<file path="src/rtl/risc_v_mem_bus_arbiter.sv">
// Two-port round-robin arbiter and 3-cycle transfer sequencer for the
// memory controller bus (port 0 = core LSU, port 1 = UART loader/debug).
//
// Ports:
//   clk, rst_n          clock, asynchronous active-low reset
//   mX_req/we/addr/wdata request side of port X (held until mX_gnt)
//   mX_gnt              combinational grant in IDLE
//   mX_ack/err/rdata    one-cycle completion in RESP
//   mem_bus_*           strobes/addresses/data toward memory controller
module risc_v_mem_bus_arbiter #(
  parameter int DATA_W          = 32,
  parameter bit ERR_ON_MISALIGN = 1'b1
) (
  input  logic              clk,
  input  logic              rst_n,
  input  logic              m0_req,
  input  logic              m0_we,
  input  logic [DATA_W-1:0] m0_addr,
  input  logic [DATA_W-1:0] m0_wdata,
  output logic              m0_gnt,
  output logic              m0_ack,
  output logic              m0_err,
  output logic [DATA_W-1:0] m0_rdata,
  input  logic              m1_req,
  input  logic              m1_we,
  input  logic [DATA_W-1:0] m1_addr,
  input  logic [DATA_W-1:0] m1_wdata,
  output logic              m1_gnt,
  output logic              m1_ack,
  output logic              m1_err,
  output logic [DATA_W-1:0] m1_rdata,
  output logic [DATA_W-1:0] mem_bus_rd_addr,
  output logic [DATA_W-1:0] mem_bus_wr_addr,
  output logic              mem_bus_read,
  output logic              mem_bus_write,
  output logic [DATA_W-1:0] mem_bus_wr_data,
  input  logic [DATA_W-1:0] mem_bus_rd_data
);

  typedef enum logic [1:0] {
    S_IDLE,
    S_ISSUE,
    S_RESP
  } state_t;

  state_t r_state;
  state_t w_state_nx;

  logic              r_last;
  logic              r_port;
  logic              r_we;
  logic              r_err;
  logic [DATA_W-1:0] r_addr;
  logic [DATA_W-1:0] r_wdata;
  logic [DATA_W-1:0] r_rdata;

  logic              w_any;
  logic              w_win;
  logic              w_we;
  logic              w_mis;
  logic [DATA_W-1:0] w_addr;
  logic [DATA_W-1:0] w_addr_l;
  logic [DATA_W-1:0] w_wdata;
  logic              w_idle;

  assign w_idle = (r_state == S_IDLE);

  // Tie goes to the port that did not win last; lone requester wins.
  always_comb begin
    w_any   = m0_req | m1_req;
    w_win   = (m0_req & m1_req) ? ~r_last : m1_req;
    w_we    = w_win ? m1_we    : m0_we;
    w_addr  = w_win ? m1_addr  : m0_addr;
    w_wdata = w_win ? m1_wdata : m0_wdata;
    w_mis   = |w_addr[1:0];
    if (ERR_ON_MISALIGN) begin
      w_addr_l = w_addr;
    end else begin
      w_addr_l = {w_addr[DATA_W-1:2], 2'b00};
    end
  end

  // Grants are masked while reset is held so they read 0 in reset.
  assign m0_gnt = rst_n & w_idle & w_any & ~w_win;
  assign m1_gnt = rst_n & w_idle & w_any & w_win;

  always_comb begin
    w_state_nx = r_state;
    unique case (r_state)
      S_IDLE:  if (w_any) w_state_nx = S_ISSUE;
      S_ISSUE: w_state_nx = S_RESP;
      S_RESP:  w_state_nx = S_IDLE;
      default: w_state_nx = S_IDLE;
    endcase
  end

  // Bus and response outputs decode straight from state so that an
  // asynchronous reset drops them immediately.
  always_comb begin
    mem_bus_read    = 1'b0;
    mem_bus_write   = 1'b0;
    mem_bus_rd_addr = '0;
    mem_bus_wr_addr = '0;
    mem_bus_wr_data = '0;
    m0_ack          = 1'b0;
    m0_err          = 1'b0;
    m0_rdata        = '0;
    m1_ack          = 1'b0;
    m1_err          = 1'b0;
    m1_rdata        = '0;
    if (r_state == S_ISSUE && !r_err) begin
      if (r_we) begin
        mem_bus_write   = 1'b1;
        mem_bus_wr_addr = r_addr;
        mem_bus_wr_data = r_wdata;
      end else begin
        mem_bus_read    = 1'b1;
        mem_bus_rd_addr = r_addr;
      end
    end
    if (r_state == S_RESP) begin
      if (r_port) begin
        m1_ack   = 1'b1;
        m1_err   = r_err;
        m1_rdata = r_rdata;
      end else begin
        m0_ack   = 1'b1;
        m0_err   = r_err;
        m0_rdata = r_rdata;
      end
    end
  end

  always_ff @(posedge clk or negedge rst_n) begin
    if (!rst_n) begin
      r_state <= S_IDLE;
      r_last  <= 1'b1;
      r_port  <= 1'b0;
      r_we    <= 1'b0;
      r_err   <= 1'b0;
      r_addr  <= '0;
      r_wdata <= '0;
      r_rdata <= '0;
    end else begin
      r_state <= w_state_nx;
      if (w_idle && w_any) begin
        r_port  <= w_win;
        r_last  <= w_win;
        r_we    <= w_we;
        r_addr  <= w_addr_l;
        r_wdata <= w_wdata;
        r_err   <= ERR_ON_MISALIGN & w_mis;
      end
      if (r_state == S_ISSUE) begin
        r_rdata <= (!r_we && !r_err) ? mem_bus_rd_data : '0;
      end
    end
  end

endmodule

</file>
<file path="config.mk">
export PLATFORM = sky130hd
export DESIGN_NAME = risc_v_mem_bus_arbiter
export DESIGN_NICKNAME = d
export VERILOG_FILES = /design/src/rtl/risc_v_mem_bus_arbiter.sv
export SDC_FILE = /design/constraint.sdc
export NUM_CORES = 1
export LEC_CHECK = 0
export ABC_AREA = 1
export BUFFER_PORTS_ARGS = -buffer_cell sky130_fd_sc_hd__buf_2
export CAP_MARGIN = 0
export CELL_PAD_IN_SITES_DETAIL_PLACEMENT = 1
export CELL_PAD_IN_SITES_GLOBAL_PLACEMENT = 2
export CORE_UTILIZATION = 21
export DETAILED_ROUTE_END_ITERATION = 10
export PLACE_DENSITY = 0.89
export SYNTH_ARGS = -nofsm -noshare
export SYNTH_HDL_FRONTEND = slang
export SYNTH_SLANG_ARGS = --single-unit
</file>
<file path="constraint.sdc">
create_clock -name clk -period 1.51 [get_ports clk]
set_input_delay 0.2265 -clock clk [delete_from_list [all_inputs] [get_ports clk]]
set_output_delay 0.2265 -clock clk [all_outputs]
set_load 0.05 [all_outputs]
</file>
After elaboration in Yosys (flattened, before gate mapping). Index checks and enable logic that the tools add are counted.

Flip-flop bits (word level): 102. Bits in latches: 0. Bits in writable memories: 0. Memory bits (read-only): 0. Bits of input ports: 166. Output and inout bits: 168. Word-level logic and storage cells: 55. Memories kept: 0.

Add/sub/neg operators: 0. Multipliers: 0. Divide/modulo/power cells: 0. $lt $le $gt $ge: 0. Equal/unequal tests: 3. Shift operators: 0. Multiplexer cells: 29. Bitwise gates (word level): 8. Reduce and logical (&&, ||, !) cells: 7.

Operator list (number): 32-bit two-way mux (13); 1-bit two-way mux (14); 1-bit AND (5); 2-bit case mux with 2 select lines (1); 1-bit logical AND (3); 2-bit by 1-bit equality test with 1-bit output (second input constant) (1); 2-bit equality test (second input constant) (1); 1-bit zero test (2); 2-bit zero test (1); 2-bit two-way mux (1); 2-bit inequality test (second input constant) (1); 1-bit inverter (2); 2-bit OR reduction (1); 1-bit bitwise OR (1).

Depth between registers and ports, before layout.
Depth after elaboration: 4. Depth in mapped cells: 9. Mapped depth without buffers: 7.

Worst setup path before layout. No wires, ideal clock.

Path type: reg2out. From: reg r_last. To: out m0_gnt. Arrival time: 2.003 ns. Setup slack: -0.719 ns. Stages on the path, launching flop included: 6. Path buffers: 1. Cell sequence: dfstp_2 nand2_1 nand2_1 inv_2 clkbuf_1 nor3_1.

Word-level cells in the longest chain between the ends: 4.

RTL lines: from (decl) (line 49) `logic r_last;`; from (signal assigned) (line 148) `r_last <= w_win;`; 1-bit inverter (line 71) `w_win = (m0_req & m1_req) ? ~r_last : m1_req;`; 1-bit two-way mux (line 71); 1-bit inverter (line 84) `assign m0_gnt = rst_n & w_idle & w_any & ~w_win;`; 1-bit AND (line 84); to (decl) (line 20) `output logic m0_gnt,`.

No other way between the ends.

Worst setup path in the final report.
From: reg r_state[0]. To: out mem_bus_rd_addr[31].

Word-level cells in the longest chain between the ends: 3.

RTL lines: from (decl) (line 46) `state_t r_state;`; from (signal assigned) (line 145) `r_state <= w_state_nx;`; 2-bit by 1-bit equality test with 1-bit output (line 111) `if (r_state == S_ISSUE && !r_err) begin`; 1-bit logical AND (line 111); 32-bit two-way mux (line 111); to (decl) (line 32) `output logic [DATA_W-1:0] mem_bus_rd_addr,`.

No other way between the ends.

==> metrics.cfg <==
[outcome]
status=complete, but fails checks
failed_checks=hold timing, setup timing

[timing]
fmax_mhz=514
fin_setup_tns_ns=-64.03
hold_slack_ns=-0.0108
setup_viol=168
skew_ns=0.0132
fin_ws_ns=-0.436
fin_crit_sh_pct=129
fin_crit_ns=1.95
finalHoldViolations=5
relSlewSlack_pct=47.9
worstMarginPinSlew_ns=0.782
rsz0062_at_grt=yes
finalMaxSlewViolations=0

[clock_tree]
clockBufferDepth=2
numClockSinks=102
root_buffer=clkbuf_16
htreeDepth=3
clock_latency_ns=0.36
cts_tree=built
cts_made_buffers=9
clk_pin_slew_worst_paths_ns=0.08

[placed_design]
dp_hpwl_microns=16700
place_area_sq_um=8610
gp_congestion=0.761
port_buffers=333
dp_slack_ns=-0.136

[critical_path]
critPathCaptureType=output pin
reg2reg_depth=8
reg2reg_from=r_state[0]$_DFFE_PN0P_
path_class=reg2out
critical_path_required_ns=1.28
r2r-end=r_rdata[11]$_DFFE_PN0N_
crit_arrival_ns=1.72
r2r_slack_ns=0.06
path_max_fanout=5
startpoint_type=flop

[route]
remaining_drc_errors=0
ant_nets=0
viasPerCell=4.35
wl_per_cell_microns=17.8
drtIter0Drc=207
routed_wl_microns=28500
drt_pass1_iterations=4
vias=6958

[floorplanning]
start_util_pct=21.3
dieArea_sq_um=28000
ios=334
fp.coreArea_sq_um=26900
num_rows=60
die_w_microns=167
die_y_microns=167

[yosys]
async_flop_share_pct=100
synthTopCellsByArea=dfrtp_1, nand2_1, nor2_1
synth_seq_cells=102
postSynthAreaPerCell_sq_um=6.40
synth-main-ff-cell=dfrtp_1
synth_edf_count=0
synth_common_cells=nand2_1, nor2_1, inv_1
synth.distinct_cells=18
ys_warn_count=0
yosysTopAreaCell=dfrtp_1
netlist_area_sq_um=5740
synth_fp_nets=1063
synth_top_area_share_pct=44.1
syn_inst=897
synth_seq_area_share_pct=44.5
synth_most_common_cell=nand2_1

[final_layout]
drive_gt1_share_pct=48.4
syn2layout_area_growth_pct=96.8
fin_nets=1416
stdcell_area_sq_um=11300
nFillCells=3206

[pwr]
p_leak_nw=5.76
p_per_area_nw_per_um2=1480
peakVddDrop_v=0.000703

[global_route]
antenna_found_initial=4
grt_max_degree=58
grt-ovfl-total=0
first_global_vias=7165
grt_usage_pct=17.3
grt_pass1_wl_microns=38400

[worst_hold_path]
hold_class=in2async

[run]
max-cap-violations=0

[layout by cell type, fill, tap and decap left out, types with 24 or more instances in the layout]
cell | synthesis | layout
buf_8 | 0 | 35
dfrtp_1 | 101 | 99
nor2_2 | 1 | 50
inv_1 | 142 | 139
nor2_4 | 1 | 112
buf_6 | 6 | 141
buf_2 | 19 | 164
clkbuf_16 | 0 | 24
nand2_1 | 392 | 383
[logic make-up (layout without fill, tap and decap cells)]
logic type / after synthesis / in the layout / share of synthesized area [%]
AOI/OAI and AO/OA: 35 / 35 / 3.75
and+or+nand+nor: 565 / 566 / 37.3
DFF: 102 / 102 / 44.5
buffers and inverters: 195 / 552 / 14.4
other: 0 / 4 / 0
[metrics by stage]
step	power, mW	util (%)	instances
3_3_place_gp	11.7	32.0	1547
2_1_floorplan	9.66	-	897
4_1_cts	15.2	37.9	1573
6_report	16.7	42.0	1600
5_1_grt	17.8	42.0	1600
3_5_place_dp	11.8	32.0	1547
[how the worst max path moves through the flow]
stage,end,slack (ns),from,cells after the start
final,mem_bus_rd_addr[31],-0.44,r_state[0]$_DFFE_PN0P_,8
after detailed placement,mem_bus_rd_addr[31],-0.14,r_state[1]$_DFFE_PN0P_,9
after global placement,mem_bus_wr_addr[0],-0.13,r_state[1]$_DFFE_PN0P_,8
after floorplan,m0_rdata[22],-0.22,r_state[0]$_DFFE_PN0P_,4
after CTS,mem_bus_rd_addr[31],-0.50,r_state[1]$_DFFE_PN0P_,9
after global routing,mem_bus_wr_addr[31],-0.50,r_state[1]$_DFFE_PN0P_,8
[state kept, by name (all words and copies together) (netlist names)]
name,flops
r_port,1
r_rdata,32
r_addr,32
r_we,1
r_err,1
r_last,1
r_wdata,32
r_state,2
[report_power, final]
group / internal [mW] / switching, mW / leakage (nW) / total, mW
sequential: 3.83 / 0.591 / 1.30 / 4.42
combinational: 3.51 / 6.49 / 4.32 / 10.0
clock: 1.15 / 1.16 / 0.136 / 2.31
total: 8.49 / 8.24 / 5.76 / 16.7
[cell type report]
cell class	count	area (sq um)	area share, %
Clock buffer	10	229	2.03
Multi-Input combinational cell	601	3540	31.4
Timing Repair Buffer	392	3910	34.6
Tap cell	341	427	3.78
Clock inverter	6	53.8	0.477
Sequential cell	102	2560	22.6
Inverter	144	566	5.01
Antenna cell	4	10.0	0.0887
[critical path, cell delays in order (launching register included)]
cell and delay, ns:
dfrtp_2 0.42, nand2_2 0.08, nor2_2 0.09, buf_6 0.16, nand2_8 0.09, buf_12 0.15, buf_8 0.12, nor2_4 0.11
buf_12 0.15
[layer usage]
metal  vias to the layer above  GRT usage [%]  routed length (microns)
li1                       3310              -                        -
met1                      3350           19.8                    11300
met2                       241           31.7                    15100
met3                        57           2.62                     1280
met4                         0           7.54                      786
met5                         -              0                        0
[timing repair]
action / in CTS / in global routing
resized for setup: 375 / 167
hold buffers: 0 / 0
setup endpoints to repair: 192 / 267
setup buffers: 9 / 6
pin swaps: 6 / 14
gates cloned: 1 / 23
(Power assumes the default switching activity.)
